$ cat config.mk
export PLATFORM = sky130hd
export DESIGN_NAME = ctrl_pipe_e
export DESIGN_NICKNAME = d
export VERILOG_FILES = /design/src/rtl/ctrl_pipe_e.sv
export SDC_FILE = /design/constraint.sdc
export NUM_CORES = 1
export LEC_CHECK = 0
export CAP_MARGIN = 20
export CORE_MARGIN = 3
export CORE_UTILIZATION = 42
export DETAILED_ROUTE_END_ITERATION = 7
export PLACE_DENSITY = 0.89
export SLEW_MARGIN = 0
export SYNTH_ARGS = -nofsm -noshare
export SYNTH_HDL_FRONTEND = slang
export SYNTH_SLANG_ARGS = --single-unit
$ cat constraint.sdc
create_clock -name clk -period 1.74 [get_ports clk]
set_input_delay 0.174 -clock clk [delete_from_list [all_inputs] [get_ports clk]]
set_output_delay 0.174 -clock clk [all_outputs]
set_load 0.005 [all_outputs]
$ cat src/rtl/ctrl_pipe_e.sv
// E-stage control unit: registers the D-stage instruction with its decoded control
// word, and tracks how long the multi-cycle mult/div unit stays occupied.
module ctrl_pipe_e #(
    parameter int ALUOP_W     = 4,
    parameter int MULT_CYCLES = 5,
    parameter int DIV_CYCLES  = 10
) (
    input  logic               clk,
    input  logic               reset,
    input  logic [31:0]        instr_D,
    input  logic               stall,
    input  logic               flush,
    output logic [31:0]        instr_E,
    output logic               regdst_E,
    output logic               alusrc_E,
    output logic [ALUOP_W-1:0] aluop,
    output logic               regwrite_E,
    output logic               memtoreg_E,
    output logic               lb_memtoreg_E,
    output logic               memwrite_E,
    output logic               link_E,
    output logic               movz_E,
    output logic               hilo_rd_E,
    output logic               md_start,
    output logic [1:0]         md_op,
    output logic               md_busy,
    output logic               md_hazard_D
);
    localparam int CNT_W = $clog2(DIV_CYCLES + 1);

    localparam logic [5:0] OP_RTYPE  = 6'b000000;
    localparam logic [5:0] OP_REGIMM = 6'b000001;
    localparam logic [5:0] OP_JAL    = 6'b000011;
    localparam logic [5:0] OP_ADDI   = 6'b001000;
    localparam logic [5:0] OP_SLTI   = 6'b001010;
    localparam logic [5:0] OP_SLTIU  = 6'b001011;
    localparam logic [5:0] OP_ANDI   = 6'b001100;
    localparam logic [5:0] OP_ORI    = 6'b001101;
    localparam logic [5:0] OP_XORI   = 6'b001110;
    localparam logic [5:0] OP_LUI    = 6'b001111;
    localparam logic [5:0] OP_LB     = 6'b100000;
    localparam logic [5:0] OP_LW     = 6'b100011;
    localparam logic [5:0] OP_SB     = 6'b101000;
    localparam logic [5:0] OP_SW     = 6'b101011;

    typedef struct packed {
        logic               regdst;
        logic               alusrc;
        logic [ALUOP_W-1:0] aluop;
        logic               regwrite;
        logic               memtoreg;
        logic               lb_memtoreg;
        logic               memwrite;
        logic               link;
        logic               movz;
        logic               hilo_rd;
        logic               md_start;
        logic [1:0]         md_op;
    } ctrl_t;

    logic [5:0] opcode;
    logic [5:0] funct;
    logic [4:0] rt;
    logic       is_md_D;
    logic       is_hilo_D;
    logic       capture;
    ctrl_t      dec;
    ctrl_t      ctrl_q;
    logic [CNT_W-1:0] cnt;

    assign opcode  = instr_D[31:26];
    assign funct   = instr_D[5:0];
    assign rt      = instr_D[20:16];
    assign capture = !stall && !flush;

    // mult/multu/div/divu are funct 0110xx; mfhi/mthi/mflo/mtlo are 0100xx.
    assign is_md_D   = (opcode == OP_RTYPE) && (funct[5:2] == 4'b0110);
    assign is_hilo_D = (opcode == OP_RTYPE) && ((funct[5:2] == 4'b0110) || (funct[5:2] == 4'b0100));

    always_comb begin
        // NOTE: default every field first so no path leaves a field unassigned (no latches).
        dec = '0;
        unique case (opcode)
            OP_RTYPE: begin
                dec.regdst   = 1'b1;
                dec.regwrite = 1'b1;
                case (funct)
                    6'b100000, 6'b100001: dec.aluop = ALUOP_W'(0);
                    6'b100010, 6'b100011: dec.aluop = ALUOP_W'(1);
                    6'b100100: dec.aluop = ALUOP_W'(2);
                    6'b100101: dec.aluop = ALUOP_W'(3);
                    6'b100110: dec.aluop = ALUOP_W'(6);
                    6'b100111: dec.aluop = ALUOP_W'(7);
                    6'b000000: dec.aluop = ALUOP_W'(8);
                    6'b000100: dec.aluop = ALUOP_W'(9);
                    6'b000010: dec.aluop = ALUOP_W'(10);
                    6'b000110: dec.aluop = ALUOP_W'(11);
                    6'b101010: dec.aluop = ALUOP_W'(12);
                    6'b000011: dec.aluop = ALUOP_W'(14);
                    6'b001010: begin dec.aluop = ALUOP_W'(15); dec.movz = 1'b1; end
                    6'b001001: dec.link = 1'b1;
                    6'b010000, 6'b010010: dec.hilo_rd = 1'b1;
                    6'b011000, 6'b011001, 6'b011010, 6'b011011: begin
                        dec.regdst   = 1'b0;
                        dec.regwrite = 1'b0;
                        dec.md_start = 1'b1;
                        dec.md_op    = funct[1:0];
                    end
                    default: dec = '0;
                endcase
            end
            OP_ADDI:  begin dec.alusrc = 1'b1; dec.regwrite = 1'b1; dec.aluop = ALUOP_W'(0);  end
            OP_SLTI:  begin dec.alusrc = 1'b1; dec.regwrite = 1'b1; dec.aluop = ALUOP_W'(12); end
            OP_SLTIU: begin dec.alusrc = 1'b1; dec.regwrite = 1'b1; dec.aluop = ALUOP_W'(13); end
            OP_ANDI:  begin dec.alusrc = 1'b1; dec.regwrite = 1'b1; dec.aluop = ALUOP_W'(2);  end
            OP_ORI:   begin dec.alusrc = 1'b1; dec.regwrite = 1'b1; dec.aluop = ALUOP_W'(3);  end
            OP_XORI:  begin dec.alusrc = 1'b1; dec.regwrite = 1'b1; dec.aluop = ALUOP_W'(6);  end
            OP_LUI:   begin dec.alusrc = 1'b1; dec.regwrite = 1'b1; dec.aluop = ALUOP_W'(5);  end
            OP_LW:    begin dec.alusrc = 1'b1; dec.regwrite = 1'b1; dec.memtoreg = 1'b1;    end
            OP_LB:    begin dec.alusrc = 1'b1; dec.regwrite = 1'b1; dec.lb_memtoreg = 1'b1; end
            OP_SW, OP_SB: begin dec.alusrc = 1'b1; dec.memwrite = 1'b1; end
            OP_JAL:   begin dec.link = 1'b1; dec.regwrite = 1'b1; end
            OP_REGIMM: begin
                if (rt == 5'b10001 || rt == 5'b10000) begin
                    dec.link     = 1'b1;
                    dec.regwrite = 1'b1;
                end
            end
            default: dec = '0;
        endcase
    end

    // NOTE: sequential state uses non-blocking assignments so every register samples pre-edge values.
    always_ff @(posedge clk) begin
        if (reset) begin
            instr_E <= '0;
            ctrl_q  <= '0;
            cnt     <= '0;
        end else begin
            if (capture) begin
                instr_E <= instr_D;
                ctrl_q  <= dec;
            end else begin
                instr_E <= '0;
                ctrl_q  <= '0;
            end
            // A newly captured mult/div reloads even if the unit is still counting.
            if (capture && is_md_D)
                cnt <= funct[1] ? CNT_W'(DIV_CYCLES) : CNT_W'(MULT_CYCLES);
            else if (cnt != '0)
                cnt <= cnt - 1'b1;
        end
    end

    assign regdst_E      = ctrl_q.regdst;
    assign alusrc_E      = ctrl_q.alusrc;
    assign aluop         = ctrl_q.aluop;
    assign regwrite_E    = ctrl_q.regwrite;
    assign memtoreg_E    = ctrl_q.memtoreg;
    assign lb_memtoreg_E = ctrl_q.lb_memtoreg;
    assign memwrite_E    = ctrl_q.memwrite;
    assign link_E        = ctrl_q.link;
    assign movz_E        = ctrl_q.movz;
    assign hilo_rd_E     = ctrl_q.hilo_rd;
    assign md_start      = ctrl_q.md_start;
    assign md_op         = ctrl_q.md_op;
    assign md_busy       = (cnt != '0);
    assign md_hazard_D   = (md_busy || md_start) && is_hilo_D;

endmodule

==> results.txt <==
The run finished with clean final reports. The most used flip-flop cell after synthesis is sky130_fd_sc_hd__dfxtp_1. Across every metal layer, demand over resource in global routing totals 0.1909.

The largest individual stage delay along the critical path comes from the cell sky130_fd_sc_hd__or4_4. The number of diodes added for antenna fixing came out at 0. The met1 layer wirelength in the final routing is 2091 um. The count of warnings emitted by yosys came out at 0. After detailed routing, the number of remaining DRC violations is 0. The share of flip-flops with an asynchronous set or reset came out at 0.

Each instance of the synthesized netlist takes up on average between 9 and 10 um2. Entering global routing, the biggest net connects 33 pins. Setup violations remaining at the end of the flow were counted as 0. For this run, the register share of the synthesized area comes to 0.5136. The data required time at the worst endpoint came out at between 1.5 and 2 ns. The number of levels in the clock H-tree came out at 2. The number of enable-type register cells in the synthesized netlist is 0. The clock sink count came out at 52. The fraction of layout cells with a size suffix above 1 is 0.1867. The met3 layer wire length in the routed design came out at about 410 um.

The first global-routing pass estimated approximately 8300 um of wire. The number of distinct library cells after synthesis is 50. By area the synthesized netlist is led by sky130_fd_sc_hd__dfxtp_1 51%, sky130_fd_sc_hd__and2_1 9.6%, sky130_fd_sc_hd__a21oi_1 3.0%, sky130_fd_sc_hd__nor2_1 1.9%, sky130_fd_sc_hd__nor3b_1 1.9%. The sum of net half-perimeters after detailed placement is between 4000 and 5000 um. Traced cell by cell, the critical path runs through clkdlybuf4s50_1 -> or4_4 -> nor2_4 -> nand3_2 -> nor2_1 -> buf_2. The minimum setup slack after placement came out at -0.5152 ns. The highest fanout seen on the critical path came out at 2. The kind of capture point of the worst setup path is a primary output. For hold timing, the worst endpoint is lb_memtoreg_E.

The kind of critical path is in -> out. The wire length per cell is 14.31 um. Between clock sinks in the finished design, the worst skew comes to approximately 0.00029 ns. The cell row count is 24. The clock transition at the registers of the reported paths came out at about 0.09 ns. The buffer levels on the longest clock path came out at 2. The cell area that synthesis handed to floorplanning was around 2000 um2. The final critical delay including setup and external delays came out at between 1.5 and 2 ns. The top cell type's share of synthesized area is 0.5136. The setup TNS came out at 0 ns. The cell depth of the worst flop-to-flop path is 7.

The hold-fix buffer count after cts is 0. Summed over all layers, the global routing overflow is 0. Setup repair after global routing could not meet its margin everywhere.

The data arrival time of the worst path is 1.49 ns. The die area came out at around 5700 um2. The net count after synthesis came out at 241. Once placement completed, the tool counted placed cells totaling 358. sky130_fd_sc_hd__dfxtp_1 is the most common cell in the netlist.

The fmax came out at roughly 600 MHz. The final net count is between 300 and 400. The count of port buffers added during placement is 85. Max-cap violations in this run came to 0.

The worst register-to-register path begins at cnt[1]. The number of antenna violations at the first check in global routing came to 0. The via count of the first global-routing pass came to roughly 1800. For the worst-skew pair, the clock arrives at the later sink with an insertion delay of between 0.2 and 0.3 ns.

The count of antenna-violating nets left after detailed routing came out at 0. The highest layer touched by signal routing is met4. The number of non-filler instances in the completed layout is ~370. The commonest cells after synthesis are 52 x sky130_fd_sc_hd__dfxtp_1, 31 x sky130_fd_sc_hd__and2_1, 12 x sky130_fd_sc_hd__a21oi_1, 10 x sky130_fd_sc_hd__nor2_1. The worst hold path begins at instr_D[27].

The worst hold path was traced through 3 stages. The slew at the pin closest to its max-slew limit came out at ~0.42 ns. The cell type contributing the most total cell area after synthesis is sky130_fd_sc_hd__dfxtp_1. The final RePlAce weighted congestion is about 0.82. The smallest setup slack after layout came out at about 0.077 ns. TritonCTS created 5 clock buffers.

For this configuration, the core starts out at a cell density of 0.4500. The core utilization of the finished layout came out at 0.7231. Clock tree synthesis selected as its root buffer the cell sky130_fd_sc_hd__clkbuf_8. The worst hold path belongs to the class in -> reg. Measured along the x axis, the die boundary spans 75.47 um. The count of routing violations after the opening detailed-route iteration is 50.

The sum of routed wire length over all layers came out at ~5300 um. The final number of max-transition violations is 0. The height of the die is between 70 and 80 um.

The TritonCTS clock tree is yes. The worst hold margin came out at roughly 0.39 ns. The total power per unit cell area is between 800 and 900 nW/um2.

The core area is around 4500 um2. Measured against its own limit, the worst slew margin works out to 0.7112. Relative to the synthesized area, the layout overhead comes to 60.68%. Summed over all nets, wire length on met2 after detailed routing comes to ~2700 um.

The top-level port count came out at 86. The worst register-to-register path ends at cnt[0]. The synthesis-stage register bit count came out at 52.

The synthesized instance count came out at 203. For this design the static power due to leakage is approximately 1.3 nW. The number of failing hold endpoints at the final stage came out at 0.

IR analysis of the VDD net gives a maximum drop of 0.0003407 V. The overall via count from detail_route came out at 1882. In this run the register-to-register setup slack is 0.23 ns. The worst setup path is launched from an input pin. In the finished design, the share of the clock period the worst path needs comes to 0.9559.

The count of TritonRoute iterations in the first routing pass is 4. After detailed routing, the number of vias per cell comes to ~5. For this run, the slowest stage of the critical path takes about 0.46 ns.
through the flow:
step / power (mW) / instance area, um2
after floorplan: 1.603 / 2027
after global placement: 1.867 / 3105
after detailed placement: 1.895 / 3105
after CTS: 2.746 / 3247
after global routing: 2.891 / 3257
final: 2.747 / 3257
where the power goes:
| part | leakage (nW) | total (mW) | internal, mW | switching (mW) |
|---|---|---|---|---|
| sequential | 0.423 | 1.28 | 1.25 | 0.0307 |
| combinational | 0.805 | 0.615 | 0.353 | 0.262 |
| clock | 0.0614 | 0.854 | 0.470 | 0.384 |
| total | 1.29 | 2.75 | 2.07 | 0.677 |
kinds of logic after synthesis:
| group | count (synthesis) | synth area share |
|---|---|---|
| XOR/XNOR | 4 | 0.01729 |
| AO/OA/AOI/OAI | 31 | 0.1099 |
| flip-flops | 52 | 0.5136 |
| adder cells (fa/ha/maj) | 2 | 0.01234 |
| buffers and inverters | 18 | 0.04383 |
| AND/OR/NAND/NOR | 96 | 0.3031 |
flip-flops by register name, indices dropped and copies added (netlist names), 2 cells and up:
signal   cells
aluop        4
instr_E     32
cnt          4
md_op        2
how the worst max path moves through the flow:
stage,from,to,slack [ns]
final,instr_D[29],md_hazard_D,0.08
after global routing,cnt[1],md_hazard_D,-0.007
after CTS,cnt[0],md_hazard_D,0.04
after detailed placement,instr_D[27],md_hazard_D,-0.52
after global placement,instr_D[27],md_hazard_D,-0.50
after floorplan,cnt[0],cnt[0],0.33
worst max-delay path, delay by kind of cell:
kind,cells,cell delay (ns)
buf+inv,2,0.54
simple gates,4,0.77
layout by cell type, fill, tap and decap left out, types with 2 or more instances in the layout:
master,instances
sky130_fd_sc_hd__dfxtp_1,51
sky130_fd_sc_hd__clkbuf_8,6
sky130_fd_sc_hd__nand4b_1,2
sky130_fd_sc_hd__nand2b_1,2
sky130_fd_sc_hd__ha_1,2
sky130_fd_sc_hd__nor3b_1,5
sky130_fd_sc_hd__dlygate4sd2_1,3
sky130_fd_sc_hd__o211ai_1,2
sky130_fd_sc_hd__or4_4,2
sky130_fd_sc_hd__nor4b_1,4
sky130_fd_sc_hd__nand3_1,3
sky130_fd_sc_hd__nor2_1,8
sky130_fd_sc_hd__o31ai_1,2
sky130_fd_sc_hd__nor4_1,2
sky130_fd_sc_hd__nand4_1,3
sky130_fd_sc_hd__nand2_1,7
sky130_fd_sc_hd__and2_1,31
sky130_fd_sc_hd__a21oi_1,12
sky130_fd_sc_hd__xnor2_1,2
sky130_fd_sc_hd__o22ai_1,2
sky130_fd_sc_hd__o21ai_1,4
sky130_fd_sc_hd__buf_4,33
sky130_fd_sc_hd__and4b_1,2
sky130_fd_sc_hd__inv_1,4
sky130_fd_sc_hd__nor3_1,5
sky130_fd_sc_hd__or2_2,3
sky130_fd_sc_hd__nand3b_1,2
sky130_fd_sc_hd__clkdlybuf4s50_1,80
sky130_fd_sc_hd__xor2_1,2
sky130_fd_sc_hd__nor2_4,2
layer usage:
layer	global-route usage	vias up
li1	-	923
met1	0.2280	856
met2	0.3327	92
met3	0.03430	11
met4	0.08544	0
met5	0	-
cell type report:
| cell class | count | area, um2 |
|---|---|---|
| fill | 333 | 1247 |
| clock inverter | 2 | 38.79 |
| sequential | 52 | 1042 |
| inverter | 5 | 18.77 |
| timing repair buffer | 118 | 1090 |
| multi-input combinational | 133 | 919.6 |
| tap | 52 | 65.06 |
| clock buffer | 6 | 82.58 |
what timing repair did:
action                     CTS  global route
resized for setup           12             5
buffers inserted             2             0
pin swaps                    3             1
cloned                       0             0
setup endpoints to repair    2             2
No activity file was read; power rests on OpenSTA's default activity.
